===== config.mk =====
export PLATFORM = sky130hd
export DESIGN_NAME = mux_packer
export DESIGN_NICKNAME = d
export VERILOG_FILES = /design/src/rtl/decrypt_pkg.sv /design/src/rtl/mux_packer.sv
export SDC_FILE = /design/constraint.sdc
export NUM_CORES = 1
export LEC_CHECK = 0
export BUFFER_PORTS_ARGS = -buffer_cell sky130_fd_sc_hd__clkbuf_2
export CAP_MARGIN = 20
export CORE_MARGIN = 8
export CORE_UTILIZATION = 55
export CTS_CLUSTER_DIAMETER = 200
export DETAILED_ROUTE_END_ITERATION = 7
export MAX_ROUTING_LAYER = met4
export PLACE_DENSITY = 0.8
export REMOVE_ABC_BUFFERS = 1
export SYNTH_ARGS = -nofsm -noshare
export SYNTH_HDL_FRONTEND = slang
export SYNTH_SLANG_ARGS = --single-unit

===== constraint.sdc =====
create_clock -name clk_sys -period 3.6 [get_ports clk_sys]
set_input_delay 0.36 -clock clk_sys [delete_from_list [all_inputs] [get_ports clk_sys]]
set_output_delay 0.36 -clock clk_sys [all_outputs]
set_load 0.05 [all_outputs]

===== src/rtl/decrypt_pkg.sv =====
// Shared definitions for the decryption datapath.
//   - Channel select codes used by the demux and by mux_packer.
//   - Output holding register state encoding used by mux_packer.
package decrypt_pkg;

    localparam logic [1:0] CAESAR   = 2'd0;
    localparam logic [1:0] SCYTALE  = 2'd1;
    localparam logic [1:0] ZIGZAG   = 2'd2;
    localparam logic [1:0] SEL_NONE = 2'd3;

    // State of the one-entry output holding register.
    typedef enum logic {
        OUT_EMPTY = 1'b0,
        OUT_FULL  = 1'b1
    } out_state_t;

endpackage


===== src/rtl/mux_packer.sv =====
// mux_packer: return path of the decryption datapath.
// Picks the byte stream of the selected decryption engine and packs consecutive
// bytes MSB-first into one MST_DWIDTH word, presented through a one-entry holding
// register with ready/valid backpressure.
//
// Ports
//   clk_sys              system clock, rising edge
//   rst_n                asynchronous active-low reset
//   select               0 caesar, 1 scytale, 2 zigzag, 3 none
//   data0_i / valid0_i   caesar byte stream
//   data1_i / valid1_i   scytale byte stream
//   data2_i / valid2_i   zigzag byte stream
//   ready_i              downstream takes data_o when valid_o && ready_i at an edge
//   data_o               packed word, first byte in the top SYS_DWIDTH bits
//   valid_o              data_o holds an unconsumed word
//   overflow_o           sticky: a completed word was dropped (register was full)
//
// Handshake: a word transfers on a rising edge where valid_o=1 and ready_i=1.
// While valid_o=1 and ready_i=0, data_o and valid_o hold. ready_i has no effect
// while valid_o=0.
module mux_packer
    import decrypt_pkg::*;
#(
    parameter int MST_DWIDTH = 32,
    parameter int SYS_DWIDTH = 8
) (
    input  logic                  clk_sys,
    input  logic                  rst_n,
    input  logic [1:0]            select,
    input  logic [SYS_DWIDTH-1:0] data0_i,
    input  logic                  valid0_i,
    input  logic [SYS_DWIDTH-1:0] data1_i,
    input  logic                  valid1_i,
    input  logic [SYS_DWIDTH-1:0] data2_i,
    input  logic                  valid2_i,
    input  logic                  ready_i,
    output logic [MST_DWIDTH-1:0] data_o,
    output logic                  valid_o,
    output logic                  overflow_o
);

    localparam int NBYTES = MST_DWIDTH / SYS_DWIDTH;
    localparam int CW     = (NBYTES > 1) ? $clog2(NBYTES) : 1;
    localparam logic [CW-1:0] LAST_IDX = CW'(NBYTES - 1);

    logic [1:0]            sel_q;
    logic [CW-1:0]         count_q, count_d, base_count;
    logic [MST_DWIDTH-1:0] partial_q, partial_d, base_partial, word;
    logic [MST_DWIDTH-1:0] data_q;
    logic                  ovf_q;
    out_state_t            state_q, state_d;

    logic [SYS_DWIDTH-1:0] in_byte;
    logic                  in_valid;
    logic                  sel_change, last, complete, load, drop;

    // Input channel mux: only the selected engine can deliver a byte.
    always_comb begin
        in_byte  = '0;
        in_valid = 1'b0;
        case (select)
            CAESAR:  begin in_byte = data0_i; in_valid = valid0_i; end
            SCYTALE: begin in_byte = data1_i; in_valid = valid1_i; end
            ZIGZAG:  begin in_byte = data2_i; in_valid = valid2_i; end
            default: begin in_byte = '0;      in_valid = 1'b0;     end
        endcase
    end

    // Packer. A select change discards the partial word in the same cycle, so a
    // byte arriving with the new select lands in slot 0.
    always_comb begin
        sel_change   = (select != sel_q);
        base_count   = sel_change ? '0 : count_q;
        base_partial = sel_change ? '0 : partial_q;
        last         = (base_count == LAST_IDX);

        word = base_partial;
        for (int k = 0; k < NBYTES; k++) begin
            if (base_count == CW'(k)) begin
                word[MST_DWIDTH-1-k*SYS_DWIDTH -: SYS_DWIDTH] = in_byte;
            end
        end

        complete  = in_valid && last;
        count_d   = base_count;
        partial_d = base_partial;
        if (in_valid) begin
            count_d   = last ? '0 : base_count + CW'(1);
            partial_d = last ? '0 : word;
        end
    end

    // Output holding register FSM.
    always_comb begin
        state_d = state_q;
        load    = 1'b0;
        drop    = 1'b0;
        case (state_q)
            OUT_EMPTY: begin
                if (complete) begin
                    load    = 1'b1;
                    state_d = OUT_FULL;
                end
            end
            OUT_FULL: begin
                if (ready_i) begin
                    // Consumed this edge; a word completing now refills it.
                    if (complete) begin
                        load = 1'b1;
                    end else begin
                        state_d = OUT_EMPTY;
                    end
                end else if (complete) begin
                    drop = 1'b1;
                end
            end
            default: state_d = OUT_EMPTY;
        endcase
    end

    always_ff @(posedge clk_sys or negedge rst_n) begin
        if (!rst_n) begin
            sel_q     <= SEL_NONE;
            count_q   <= '0;
            partial_q <= '0;
            data_q    <= '0;
            ovf_q     <= 1'b0;
            state_q   <= OUT_EMPTY;
        end else begin
            sel_q     <= select;
            count_q   <= count_d;
            partial_q <= partial_d;
            state_q   <= state_d;
            if (load) begin
                data_q <= word;
            end
            if (drop) begin
                ovf_q <= 1'b1;
            end
        end
    end

    assign data_o     = data_q;
    assign valid_o    = (state_q == OUT_FULL);
    assign overflow_o = ovf_q;

endmodule


==> metrics.txt <==
status finished clean; max frequency 364 MHz; CTS buffer count 9; vias in the first global route 2749; Area contributors post-synth dfrtp_1 (46%), mux2_2 (11%), mux2i_1 (5.2%); Seq/Total Area, Yosys 47.3%; chip height 93.3 um; Synth Area per Inst 11.2 um2; RSZ-0062 raised after global routing false; Cell Area, Synth 0.00329 mm2; Power per Cell Area 504 mW/mm2; n_diodes 0; worst vdd ir 0.363 mV; H-tree depth 3; Synth area leader dfrtp_1; root buffer cell clkbuf_8; count leader, synth dfrtp_1; Clock power frac 26.9%; Clock Latency Late Sink 0.34 ns; Worst Skew 0.00988 ns; crit path time final 2.75 ns; Max FO, Critical Path 26; Gate Count Post-Synth 294; DP Area 0.00362 mm2; crit path cell chain xnor2_4, and2_1, nand2_1, ha_1, inv_1, a41oi_1, and2_1, a32o_1; Routed Antenna Nets 0; Switch Pwr 0.737 mW; top cell type's share of synthesized area 45.7%; CP arrival 2.97 ns; Hold Vio Cnt, Final 0; Max-Cap Viols 0; initial antenna violation count 0; DRC Markers 0; #FFs+latches synth 62; Core Rows 28; drt first pass iters 5; Top FF cell, synth dfrtp_1; core area 0.00585 mm2; Critical Path Max Stage Delay 0.56 ns; fraction of layout cells with a size suffix above 1 35.1%; io pins 66; final setup violation count 0; Yosys Warn Count 0; P_leak 1.77 nW; placed insts 416; Synth cell types 44; WL final 8880 um; CTS tree done; PnR worst setup slack 0.850 ns; GR Overflow Total 0; clk slew on worst S/H paths 0.07 ns; Layout fillers 464; 1st-iter DRT viols 399; Pint 1.17 mW; initial core utilization 56.2%; clock tree sinks 62; Critical Path Sink Type flip-flop; CTS Buffer Depth 2; Via Count 2735; Sequential Area 0.00155 mm2; Placer Congestion 0.901; cell area after layout 0.00378 mm2; setup TNS 0 ns; Post-synth EDFFs 0; CP dominant cell by count and2_1; vias per cell 6.35; DP Wirelength 6150 um; Max-slew headroom 31.0%; crit path kind flip-flop to flip-flop; Post-CTS Resized 0; GRT Util Overall 22.4%; Reg power frac 43.5%; Die Wd 93.3 um; Tcrit/Tclk final 76.4%; first-pass GRT wire length 14900 um; power share of the combinational group 29.6%; asr flop ratio synth 100%; Die ar. 0.00871 mm2; Place WS 0.736 ns; area of the multi-input gates 0.00154 mm2; buffers added on ports 65; switch share 38.7%; Routed wire per std cell 20.6 um; crit path launch type flip-flop; number of setup buffers added after CTS 0; largest net degree at the start of global routing 33; Layout area overhead 15.0%; CP max stage cell xnor2_4; Nets 385; Final Max Tran Viols 0; Worst EP required 3.82 ns; hold bufs inserted after CTS 0; hold_ws 0.0786 ns; top post-synthesis cells by count dfrtp_1 (60), mux2_2 (31), o21ai_0 (25), mux2i_1 (17), nand4_1 (16); Worst-Margin Slew 1.03 ns; path category of the worst min-delay check input pin to async pin; Finished Layout Cells 431
==> cell usage in the layout (no fill, tap or decap), types with 5 or more instances in the layout <==
master     count
a21oi_1       10
a2bb2oi_1      8
a32o_1         8
and3_1         5
buf_4          8
clkbuf_2      65
clkbuf_8       9
dfrtp_1       60
inv_1         13
mux2_2        31
mux2i_1       17
nand2_1       10
nand4_1       16
nor2_1         5
o21ai_0       25
o2bb2ai_1      8
or4_1          8
==> layout make-up <==
| class | instances | share of cell area, % |
|---|---|---|
| Timing Repair Buffer | 73 | 10.2 |
| Inverter | 13 | 1.29 |
| Tap cell | 75 | 2.48 |
| Multi-Input combinational cell | 193 | 40.8 |
| Sequential cell | 62 | 41.1 |
| Clock buffer | 10 | 3.38 |
| Clock inverter | 5 | 0.728 |
==> state kept, by name, indices dropped and copies added, names as in the netlist <==
signal	flops
valid_o	1
overflow_o	1
count_q	2
sel_q	2
data_o	32
partial_q	24
==> worst max-delay path, delay by kind of cell (launching register included) <==
family / cells / cell delay [ns]
xor gates and xnor gates: 1 / 0.56
AOI/OAI and AO/OA: 2 / 0.35
DFF: 1 / 0.39
adders and majority gates: 1 / 0.25
buffers and inverters: 1 / 0.08
and+or+nand+nor: 3 / 0.99
==> metrics by stage <==
step                total power [mW]  utilization [%]
finish                          1.91             64.6
global route                    1.99             64.6
CTS                             1.91             64.6
detailed placement              1.40             62.0
global placement                1.39             62.0
floorplan                       1.22                -
==> layer usage <==
layer / GRT usage (%) / share of wire, % / vias to the layer above
li1: - / - / 1231
met1: 28.8 / 42 / 1342
met2: 33.7 / 47 / 151
met3: 5.37 / 9.2 / 11
met4: 7.52 / 1.5 / 0
met5: - / 0 / -
==> power groups by stage <==
| stage | Sequential (mW) | Clock, mW | Combinational [mW] |
|---|---|---|---|
| 6_report | 0.828 | 0.513 | 0.564 |
| 3_3_place_gp | 0.834 | 0 | 0.553 |
| 5_1_grt | 0.838 | 0.549 | 0.598 |
| 3_5_place_dp | 0.840 | 0 | 0.562 |
| 2_1_floorplan | 1.03 | 0 | 0.190 |
| 4_1_cts | 0.827 | 0.514 | 0.565 |
==> worst paths after layout <==
kind,from,to,slack [ns],depth (start not counted)
setup reg to reg,sel_q[1]$_DFF_PN1_,partial_q[23]$_DFF_PN0_,0.85,8
hold reg to reg,overflow_o$_DFFE_PN0P_,overflow_o$_DFFE_PN0P_,0.48,1
max in group asynchronous,rst_n,data_o[16]$_DFFE_PN0P_,2.59,2
setup / recovery,sel_q[1]$_DFF_PN1_,partial_q[23]$_DFF_PN0_,0.85,8
hold / removal,rst_n,data_o[5]$_DFFE_PN0P_,0.08,1
min in group clk_sys,ready_i,overflow_o$_DFFE_PN0P_,0.34,3
==> kinds of logic (layout without fill, tap and decap cells) <==
family / Yosys count / in the layout / share of synthesized area (%)
adders and majority gates: 1 / 1 / 0.380
AOI/OAI and AO/OA: 80 / 80 / 17.5
xor gates and xnor gates: 3 / 3 / 1.94
and+or+nand+nor: 60 / 60 / 11.0
muxes: 49 / 49 / 16.1
DFF: 62 / 62 / 47.3
buffers and inverters: 39 / 101 / 5.82
(Power assumes the default switching activity.)
